File: src/rtl/bcd_seq_calc.sv
// bcd_seq_calc: multi-cycle BCD add/sub/mul/div/mod on blank-padded operands,
// valid/ready on both sides, result in display (leading 4'hF) format.
module bcd_seq_calc #(
  parameter int unsigned DIGITS = 6
) (
  input  logic                clk,
  input  logic                rst,
  input  logic                in_valid,
  output logic                in_ready,
  input  logic [3:0]          op,
  input  logic [4*DIGITS-1:0] a_bcd,
  input  logic [4*DIGITS-1:0] b_bcd,
  output logic                out_valid,
  input  logic                out_ready,
  output logic [4*DIGITS-1:0] result_bcd,
  output logic                neg,
  output logic                ovf,
  output logic                div0,
  output logic                bad
);
  localparam int unsigned BW = 4 * DIGITS;
  localparam int unsigned PW = 2 * BW;
  localparam int unsigned CW = $clog2(BW + 1);

  localparam logic [3:0] OP_ADD = 4'hD;
  localparam logic [3:0] OP_SUB = 4'hC;
  localparam logic [3:0] OP_MUL = 4'hB;
  localparam logic [3:0] OP_DIV = 4'hA;
  localparam logic [3:0] OP_MOD = 4'h9;

  localparam logic [BW-1:0] BLANK_ZERO = {{(DIGITS-1){4'hF}}, 4'h0};

  function automatic logic [PW-1:0] max_value();
    logic [PW-1:0] v;
    v = PW'(1);
    for (int i = 0; i < int'(DIGITS); i++) v = v * PW'(10);
    return v - PW'(1);
  endfunction

  localparam logic [PW-1:0] MAX_VAL = max_value();

  // {bad, value}: blank reads as zero, A-E flagged
  function automatic logic [4:0] nib_dec(input logic [3:0] n);
    if (n == 4'hF)      return 5'd0;
    else if (n > 4'd9)  return 5'b10000;
    else                return {1'b0, n};
  endfunction

  function automatic logic [BW-1:0] dd_adjust(input logic [BW-1:0] d);
    logic [BW-1:0] r;
    r = d;
    for (int i = 0; i < int'(DIGITS); i++)
      if (d[4*i +: 4] >= 4'd5) r[4*i +: 4] = d[4*i +: 4] + 4'd3;
    return r;
  endfunction

  // Leading zero digits above digit 0 become blank
  function automatic logic [BW-1:0] blank_lead(input logic [BW-1:0] d);
    logic [BW-1:0] r;
    logic          lead;
    r    = d;
    lead = 1'b1;
    for (int i = int'(DIGITS) - 1; i >= 1; i--) begin
      if (lead && d[4*i +: 4] == 4'h0) r[4*i +: 4] = 4'hF;
      else lead = 1'b0;
    end
    return r;
  endfunction

  typedef enum logic [2:0] {IDLE, LOAD, EXEC, CHK, CONV, DONE} state_e;

  state_e        state_q, state_d;
  logic [CW-1:0] cnt_q, cnt_d;
  logic [3:0]    op_q, op_d;
  logic [BW-1:0] a_sh_q, a_sh_d, b_sh_q, b_sh_d;
  logic [PW-1:0] acc_a_q, acc_a_d;
  logic [BW-1:0] acc_b_q, acc_b_d;
  logic [PW-1:0] res_q, res_d;
  logic [BW-1:0] bcd_q, bcd_d;
  logic          out_valid_q, out_valid_d;
  logic [BW-1:0] result_q, result_d;
  logic          neg_q, neg_d, ovf_q, ovf_d, div0_q, div0_d, bad_q, bad_d;

  logic [4:0]    dig_a, dig_b;
  logic [BW:0]   rem_sh, rem_sub;
  logic [PW-1:0] sel;
  logic [BW-1:0] bcd_adj;
  logic          op_ok, is_divmod, qbit;

  always_comb begin
    state_d     = state_q;
    cnt_d       = cnt_q;
    op_d        = op_q;
    a_sh_d      = a_sh_q;
    b_sh_d      = b_sh_q;
    acc_a_d     = acc_a_q;
    acc_b_d     = acc_b_q;
    res_d       = res_q;
    bcd_d       = bcd_q;
    out_valid_d = out_valid_q;
    result_d    = result_q;
    neg_d       = neg_q;
    ovf_d       = ovf_q;
    div0_d      = div0_q;
    bad_d       = bad_q;
    qbit        = 1'b0;
    dig_a       = nib_dec(a_sh_q[BW-1 -: 4]);
    dig_b       = nib_dec(b_sh_q[BW-1 -: 4]);
    rem_sh      = {res_q[BW-1:0], acc_a_q[BW-1]};
    rem_sub     = rem_sh - {1'b0, acc_b_q};
    sel         = (op_q == OP_DIV) ? PW'(acc_a_q[BW-1:0]) : res_q;
    bcd_adj     = dd_adjust(bcd_q);
    op_ok       = (op_q >= OP_MOD) && (op_q <= OP_ADD);
    is_divmod   = (op_q == OP_DIV) || (op_q == OP_MOD);

    unique case (state_q)
      IDLE: begin
        if (in_valid) begin
          op_d     = op;
          a_sh_d   = a_bcd;
          b_sh_d   = b_bcd;
          acc_a_d  = '0;
          acc_b_d  = '0;
          res_d    = '0;
          cnt_d    = '0;
          neg_d    = 1'b0;
          ovf_d    = 1'b0;
          div0_d   = 1'b0;
          bad_d    = 1'b0;
          result_d = BLANK_ZERO;
          state_d  = LOAD;
        end
      end
      LOAD: begin
        acc_a_d = acc_a_q * PW'(10) + PW'(dig_a[3:0]);
        acc_b_d = acc_b_q * BW'(10) + BW'(dig_b[3:0]);
        a_sh_d  = a_sh_q << 4;
        b_sh_d  = b_sh_q << 4;
        bad_d   = bad_q | dig_a[4] | dig_b[4];
        cnt_d   = cnt_q + CW'(1);
        if (cnt_q == CW'(DIGITS - 1)) begin
          cnt_d = '0;
          if (bad_d || !op_ok) begin
            bad_d   = 1'b1;
            state_d = CHK;
          end else if (is_divmod && acc_b_d == '0) begin
            div0_d  = 1'b1;
            state_d = CHK;
          end else begin
            state_d = EXEC;
          end
        end
      end
      EXEC: begin
        if (op_q == OP_ADD) begin
          res_d   = acc_a_q + PW'(acc_b_q);
          state_d = CHK;
        end else if (op_q == OP_SUB) begin
          if (acc_a_q >= PW'(acc_b_q)) begin
            res_d = acc_a_q - PW'(acc_b_q);
          end else begin
            res_d = PW'(acc_b_q) - acc_a_q;
            neg_d = 1'b1;
          end
          state_d = CHK;
        end else begin
          if (op_q == OP_MUL) begin
            if (acc_b_q[0]) res_d = res_q + acc_a_q;
            acc_a_d = acc_a_q << 1;
            acc_b_d = acc_b_q >> 1;
          end else begin
            // restoring division: remainder in res_q, quotient shifts into acc_a_q
            if (rem_sh >= {1'b0, acc_b_q}) begin
              res_d = PW'(rem_sub);
              qbit  = 1'b1;
            end else begin
              res_d = PW'(rem_sh);
            end
            acc_a_d = PW'({acc_a_q[BW-2:0], qbit});
          end
          cnt_d = cnt_q + CW'(1);
          if (cnt_q == CW'(BW - 1)) begin
            cnt_d   = '0;
            state_d = CHK;
          end
        end
      end
      CHK: begin
        if (bad_q || div0_q) begin
          state_d = DONE;
        end else if (sel > MAX_VAL) begin
          ovf_d   = 1'b1;
          state_d = DONE;
        end else begin
          res_d   = sel;
          bcd_d   = '0;
          cnt_d   = '0;
          state_d = CONV;
        end
      end
      CONV: begin
        bcd_d = {bcd_adj[BW-2:0], res_q[BW-1]};
        res_d = res_q << 1;
        cnt_d = cnt_q + CW'(1);
        if (cnt_q == CW'(BW - 1)) begin
          cnt_d   = '0;
          state_d = DONE;
        end
      end
      DONE: begin
        if (!out_valid_q) begin
          out_valid_d = 1'b1;
          result_d    = (bad_q || div0_q || ovf_q) ? BLANK_ZERO : blank_lead(bcd_q);
        end else if (out_ready) begin
          out_valid_d = 1'b0;
          state_d     = IDLE;
        end
      end
      default: state_d = IDLE;
    endcase
  end

  always_ff @(posedge clk) begin
    if (rst) begin
      state_q     <= IDLE;
      cnt_q       <= '0;
      op_q        <= '0;
      a_sh_q      <= '0;
      b_sh_q      <= '0;
      acc_a_q     <= '0;
      acc_b_q     <= '0;
      res_q       <= '0;
      bcd_q       <= '0;
      out_valid_q <= 1'b0;
      result_q    <= BLANK_ZERO;
      neg_q       <= 1'b0;
      ovf_q       <= 1'b0;
      div0_q      <= 1'b0;
      bad_q       <= 1'b0;
    end else begin
      state_q     <= state_d;
      cnt_q       <= cnt_d;
      op_q        <= op_d;
      a_sh_q      <= a_sh_d;
      b_sh_q      <= b_sh_d;
      acc_a_q     <= acc_a_d;
      acc_b_q     <= acc_b_d;
      res_q       <= res_d;
      bcd_q       <= bcd_d;
      out_valid_q <= out_valid_d;
      result_q    <= result_d;
      neg_q       <= neg_d;
      ovf_q       <= ovf_d;
      div0_q      <= div0_d;
      bad_q       <= bad_d;
    end
  end

  assign in_ready   = (state_q == IDLE);
  assign out_valid  = out_valid_q;
  assign result_bcd = result_q;
  assign neg        = neg_q;
  assign ovf        = ovf_q;
  assign div0       = div0_q;
  assign bad        = bad_q;

endmodule

File: config.mk
export PLATFORM = sky130hd
export DESIGN_NAME = bcd_seq_calc
export DESIGN_NICKNAME = d
export VERILOG_FILES = /design/src/rtl/bcd_seq_calc.sv
export SDC_FILE = /design/constraint.sdc
export NUM_CORES = 1
export LEC_CHECK = 0
export ABC_AREA = 1
export CAP_MARGIN = 20
export CELL_PAD_IN_SITES_DETAIL_PLACEMENT = 1
export CELL_PAD_IN_SITES_GLOBAL_PLACEMENT = 2
export CORE_MARGIN = 4
export CORE_UTILIZATION = 34
export DETAILED_ROUTE_END_ITERATION = 10
export GPL_TIMING_DRIVEN = 0
export HOLD_SLACK_MARGIN = 0.03
export PLACE_DENSITY_LB_ADDON = 0.05
export SLEW_MARGIN = 0
export SYNTH_ARGS = -nofsm -noshare
export SYNTH_HDL_FRONTEND = slang
export SYNTH_SLANG_ARGS = --single-unit
export TNS_END_PERCENT = 5
File: constraint.sdc
create_clock -name clk -period 3.8 [get_ports clk]
set_clock_uncertainty 0.2 [all_clocks]
set_input_delay 0.76 -clock clk [delete_from_list [all_inputs] [get_ports clk]]
set_output_delay 0.76 -clock clk [all_outputs]
set_load 0.05 [all_outputs]
==> results of run 1 <==
worst min path at each step:
stage | end | slack, ns | depth (start not counted)
2_1_floorplan | op_q[2]$_SDFFE_PP0P_ | 0.25 | 2
3_3_place_gp | neg$_SDFFE_PP0P_ | 0.24 | 2
3_5_place_dp | neg$_SDFFE_PP0P_ | 0.25 | 2
4_1_cts | neg$_SDFFE_PP0P_ | 0.26 | 2
5_1_grt | neg$_SDFFE_PP0P_ | 0.29 | 2
6_report | b_sh_q[0]$_SDFFE_PP0P_ | 0.27 | 2
final cells by class:
class                           instances  area share (%)
Tap cell                             1186            4.00
Buffer                                181            2.38
Timing Repair Buffer                  153            3.83
Clock inverter                          9           0.290
Multi-Input combinational cell       4426            67.1
Sequential cell                       233            13.1
Inverter                              688            7.04
Clock buffer                           41            2.24
logic make-up after synthesis:
kind of cell	Yosys count	synth area share [%]
compound gates	1210	21.8
xor+xnor	99	2.93
fa+ha+maj	302	12.3
buf+inv	870	10.8
flops	233	14.9
simple gates	2814	37.3
power by group through the flow:
stage,clock network [mW],logic (mW),registers [mW]
4_1_cts,2.84,14.3,3.79
5_1_grt,2.96,16.7,3.80
6_report,2.80,15.6,3.76
3_3_place_gp,0,13.6,3.83
2_1_floorplan,0,8.79,3.37
3_5_place_dp,0,13.7,3.85
stage by stage:
step	cells	total power, mW	hold WS [ns]
6_report	6917	22.1	0.269
3_3_place_gp	6799	17.4	0.237
4_1_cts	6879	20.9	0.261
3_5_place_dp	6803	17.5	0.250
5_1_grt	6917	23.5	0.291
2_1_floorplan	5528	12.2	0.245
per-layer routing:
layer / track usage, % / vias to the layer above
li1: - / 18700
met1: 47.8 / 18800
met2: 53.1 / 1212
met3: 5.12 / 188
met4: 10.0 / 0
met5: 0 / -
worst register-to-register path: cells and delay by family, from the launching register on:
| kind | cells | cell delay [ns] |
|---|---|---|
| AOI/OAI and AO/OA | 7 | 1.78 |
| adders and majority gates | 1 | 0.31 |
| buffers and inverters | 3 | 0.49 |
| DFF | 1 | 0.47 |
| and+or+nand+nor | 6 | 0.45 |
synthesized netlist by cell type (all sizes together), types with 72 or more instances:
library cell / number
nand2: 1587
inv: 686
nor2: 623
a21oi: 522
o21ai: 399
nand3: 373
ha: 293
dfxtp: 233
clkbuf: 110
nor3: 91
nand4: 76
buf: 72
registers in the layout, indices dropped and copies added (netlist names):
signal and cells:
acc_a_q 48, res_q 48, a_sh_q 24, acc_b_q 24, b_sh_q 24, bcd_q 24
result_bcd 24, cnt_q 5, op_q 4, state_q 3, bad 1, div0 1
neg 1, out_valid 1, ovf 1
timing repair:
item	CTS	global route
pin swaps	19	50
setup endpoints to repair	115	124
resized for setup	222	376
setup buffers	27	36
cloned	0	1
==> results.yml, run 1 <==
power_and_ir_drop:
  combPwrFrac_pct: 70.3
  peakVddDrop_uv: 368
  power_frac_clock_pct: 12.7
  sequentialPowerShare_pct: 17.0
  p_switching_mw: 13.1
  swShare_pct: 59.4
  p_per_area_nw_per_um2: 597
  leakage_nw: 16.4
  internal_power_mw: 8.98
grt:
  antenna_found_initial: 4
  grtUsageTotal_pct: 33.8
  grt.overflow.total: 0
  grt_pass1_wl_mm: 249
  grt_max_degree: 17
  grt_pass1_vias: 37800
worst_hold_path:
  worstHoldPathType: "reg2reg"
  worst_hold_startpoint: "b_sh_q[0]$_SDFFE_PP0P_"
clock_network:
  clk_pin_slew_ns: 0.06
  ctsHoldBuffers: 0
  htree_levels: 1
  tritoncts: "done"
  clk_latency_ns: 0.63
  cts_buffers: 28
  clock_path_buffers: 3
  cts_root_buf: "clkbuf_16"
  cts_sinks: 233
setup_path:
  cp_cell_sequence: "inv_1 > ha_1 > buf_2 > a21oi_1 > o21ai_0 > a21oi_2 > o21ai_0 > a21oi_1 > o21ai_1 > inv_1 > nand2_1 > nand3_1 > nand3_1 > nand2_1 > nand2_1 > nand2_1 > a21oi_1"
  reg2regPathDepth: 17
  reg2reg_setup_slack_ns: 0.04
  max_stage_delay_ns: 0.49
  crit_fanout: 9
  critical_path.startpoint: "acc_a_q[11]$_SDFFE_PP0P_"
  cpMostUsedCell: "nand2_1"
  start_kind: "flop"
  cp_slowest_cell: "o21ai_0"
  crit_family: "compound AO/OA/AOI/OAI gates"
  crit_buf_inv: 3
  r2r_start: "acc_a_q[11]$_SDFFE_PP0P_"
  timing.rr.end: "res_q[22]$_SDFFE_PP0P_"
  worst_ep_arrival_time_ns: 4.09
  end_kind: "flop"
  crit_path_end: "res_q[22]$_SDFFE_PP0P_"
  worstSetupPathDepth: 17
  crit_type: "reg2reg"
  required_ns: 4.14
routing:
  m1WireLength_mm: 79.9
  routed_wirelength_mm: 172
  drc: 0
  ant_nets: 0
  dr_total_vias: 38900
  via_per_inst: 5.62
  routedWlPerCell_um: 24.9
  dr.pass1.iters: 7
  wl_met2_mm: 74.4
  top_layer: "met4"
  dr_wl_met3_mm: 12.1
  dr.first_iter.drc_count: 3617
timing:
  period_minus_slack_ns: 3.76
  max_freq_mhz: 266
  worst_pin_slew_ns: 1.09
  finalCritPeriodShare_pct: 98.9
  fin_tns_setup_ns: 0
  finalMaxSlewViolations: 0
  finalSetupViolations: 0
  rsz0062_at_grt: "yes"
  relSlewSlack_pct: 27.3
  hold_viol: 0
  setup_ws_ns: 0.0423
yosys:
  synth_nets: 5886
  ys_warn_count: 0
  synthArstFlopShare_pct: 0
  synthFlopType: "dfxtp_1"
  synth-seq-cells: 233
  synthTopCellsByArea: "nand2_1, dfxtp_1, ha_1"
  synth_seq_area_share_pct: 14.9
  synthDistinctLibCells: 62
  synth_edf_count: 0
  synth_top_cell_area_share_pct: 18.8
  synth_area_um2: 31400
  synth_top_cell_by_area: "nand2_1"
  syn_avg_cell_area_um2: 5.68
  netlist_instances: 5528
die:
  io_pins: 86
  start_util_pct: 34.2
  die_h_um: 312
  die_x_um: 312
  rows: 111
  core_area_um2: 91700
  dieArea_um2: 97200
cells_and_area:
  multi_input_area_um2: 24900
  syn_to_final_growth_pct: 18.1
  final_common_cell: "nand2_1"
  diodes: 0
  seqCellArea_um2: 4870
  utilization_pct: 40.4
  final_cell_mix: "nand2_1, inv_1, nor2_1"
  drive_above_1_share_pct: 11.2
  stdcell_area_um2: 37100
  final_net_count: 6069
  num-fill-cells: 12500
placement:
  hpwl_mm: 147
  portBuffers: 85
  dp_slack_ns: -1.40
  place_congestion: 1.01
  dpl_cell_area_um2: 33800
flow_run:
  cap_violations: 0
status:
  status: "completed"
No activity file was read; power rests on OpenSTA's default activity.
==> run 2: changes to the inputs <==
- GPL_ROUTABILITY_DRIVEN: unset -> 0
==> run 2 against run 1 <==
- the run now ends with negative setup slack left
- power shrank 1.7%
- critical path depth shrank 3
- sequential share of layout area up 0.21 points
- critical path type unchanged
- sequential power about the same
- via count rose by 0.32%
- combinational power shrank 4%
- die area is the same
==> results.yml, run 2 (synthesis gave the netlist of run 1 again) <==
status:
  status: "complete, but fails checks"
  violations: "negative setup slack"
setup_path:
  timing.rr.end: "res_q[45]$_SDFFE_PP0P_"
  r2r_start: "acc_a_q[3]$_SDFFE_PP0P_"
  cpMostUsedCell: "nand2_1"
  reg2regPathDepth: 14
  required_ns: 4.18
  reg2reg_setup_slack_ns: -0.08
  end_kind: "flop"
  cp_slowest_cell: "o21bai_1"
  crit_path_end: "res_q[45]$_SDFFE_PP0P_"
  cp_cell_sequence: "buf_12 > ha_1 > nand2_1 > o21ai_0 > nor2_2 > o21bai_1 > nand3_1 > nand4_1 > nand3_1 > nand2_1 > nand4_1 > nand2_1 > nand2_1 > a21oi_1"
  max_stage_delay_ns: 0.64
  crit_type: "reg2reg"
  crit_fanout: 5
  critical_path.startpoint: "acc_a_q[3]$_SDFFE_PP0P_"
  worst_ep_arrival_time_ns: 4.26
  start_kind: "flop"
routing:
  drc: 0
  dr.pass1.iters: 5
  routed_wirelength_mm: 166
  via_per_inst: 5.66
  dr_total_vias: 39000
  dr.first_iter.drc_count: 3514
  ant_nets: 0
  routedWlPerCell_um: 24.1
die:
  core_area_um2: 91700
  rows: 111
  io_pins: 86
  die_h_um: 312
  dieArea_um2: 97200
  die_x_um: 312
  start_util_pct: 34.2
placement:
  hpwl_mm: 141
  dpl_cell_area_um2: 33700
  dp_slack_ns: -1.17
  dp_cells: 6800
  portBuffers: 85
power_and_ir_drop:
  power_frac_clock_pct: 13.9
  swShare_pct: 59.0
  p_switching_mw: 12.8
  sequentialPowerShare_pct: 17.3
  leakage_nw: 16.0
  peakVddDrop_uv: 437
  combPwrFrac_pct: 68.8
  p_per_area_nw_per_um2: 599
  p_total_mw: 21.7
  internal_power_mw: 8.91
cells_and_area:
  instances_no_fill: 6887
  final_net_count: 6034
  syn_to_final_growth_pct: 15.7
  final_common_cell: "nand2_1"
  drive_above_1_share_pct: 8.81
  reg.largest.list: "acc_a_q (48), res_q (48)"
  stdcell_area_um2: 36300
  final_cell_mix: "nand2_1, inv_1, nor2_1"
grt:
  grt_max_degree: 16
  grt_pass1_wl_mm: 241
  grt_pass1_vias: 37700
  grt.overflow.total: 0
  antenna_found_initial: 4
  grtUsageTotal_pct: 32.5
flow_run:
  cap_violations: 0
timing:
  setup_ws_ns: -0.0784
  worst_pin_slew_ns: 1.22
  finalCritPeriodShare_pct: 102
  period_minus_slack_ns: 3.88
  rsz0062_at_grt: "yes"
  relSlewSlack_pct: 18.7
  hold_viol: 0
  max_freq_mhz: 258
  finalSetupViolations: 2
  finalMaxSlewViolations: 0
  fin_tns_setup_ns: -0.0829
clock_network:
  clk_pin_slew_ns: 0.07
  tritoncts: "done"
  cts_buffers: 29
  ctsHoldBuffers: 0
  cts_sinks: 233
  clk_latency_ns: 0.66
  clock_path_buffers: 3
  cts_root_buf: "clkbuf_16"
  htree_levels: 1
worst_hold_path:
  worstHoldPathType: "reg2reg"
## run 2: how the worst min path moves through the flow
stage	from	endpoint	slack [ns]	depth (start not counted)
after CTS	neg$_SDFFE_PP0P_	neg$_SDFFE_PP0P_	0.26	2
after global routing	neg$_SDFFE_PP0P_	neg$_SDFFE_PP0P_	0.29	2
after global placement	neg$_SDFFE_PP0P_	neg$_SDFFE_PP0P_	0.24	2
final	neg$_SDFFE_PP0P_	neg$_SDFFE_PP0P_	0.27	2
after detailed placement	neg$_SDFFE_PP0P_	neg$_SDFFE_PP0P_	0.25	2
after floorplan	op_q[2]$_SDFFE_PP0P_	op_q[2]$_SDFFE_PP0P_	0.25	2
## run 2: repair_timing
item	4_1_cts	5_1_grt
setup buffers	11	21
endpoints found under the setup margin	115	94
endpoints found under the hold margin	0	0
gates resized for setup	206	223
pin swaps	6	26
## run 2: power groups by stage
stage	registers, mW	logic (mW)	clock network (mW)
after global routing	3.79	16.1	3.18
after global placement	3.80	13.4	0
after CTS	3.76	14.0	3.08
after floorplan	3.37	8.79	0
final	3.77	15.0	3.02
after detailed placement	3.81	13.5	0
## run 2: per-stage QoR
stage	util (%)	hold WS, ns
after floorplan	-	0.245
after global routing	39.6	0.286
after global placement	36.8	0.244
final	39.6	0.269
after detailed placement	36.8	0.249
after CTS	38.6	0.264
## run 2: metal layers
layer | GRT usage, % | wire [um]
met2 | 50.3 | 69800
met1 | 45.3 | 75200
met5 | 0 | 23
met3 | 5.05 | 12300
met4 | 12.9 | 8290
## run 2: layout make-up
type / count / area, um2
clock buffers: 40 / 827
flip-flops and latches: 233 / 4850
multi-input cells: 4425 / 24400
inverters: 688 / 2610
diodes: 2 / 5.00
plain buffers: 181 / 838
well taps: 1186 / 1480
clock inverters: 14 / 178
fillers: 12500 / 55400
repair buffers: 118 / 1120
## run 2: worst max-delay path, delay by kind of cell, from the launching register on
family	cells	cell delay (ns)
AO/OA/AOI/OAI	3	1.15
buffers and inverters	1	0.14
AND/OR/NAND/NOR	9	1.59
adder cells (fa/ha/maj)	1	0.39
flip-flops	1	0.37
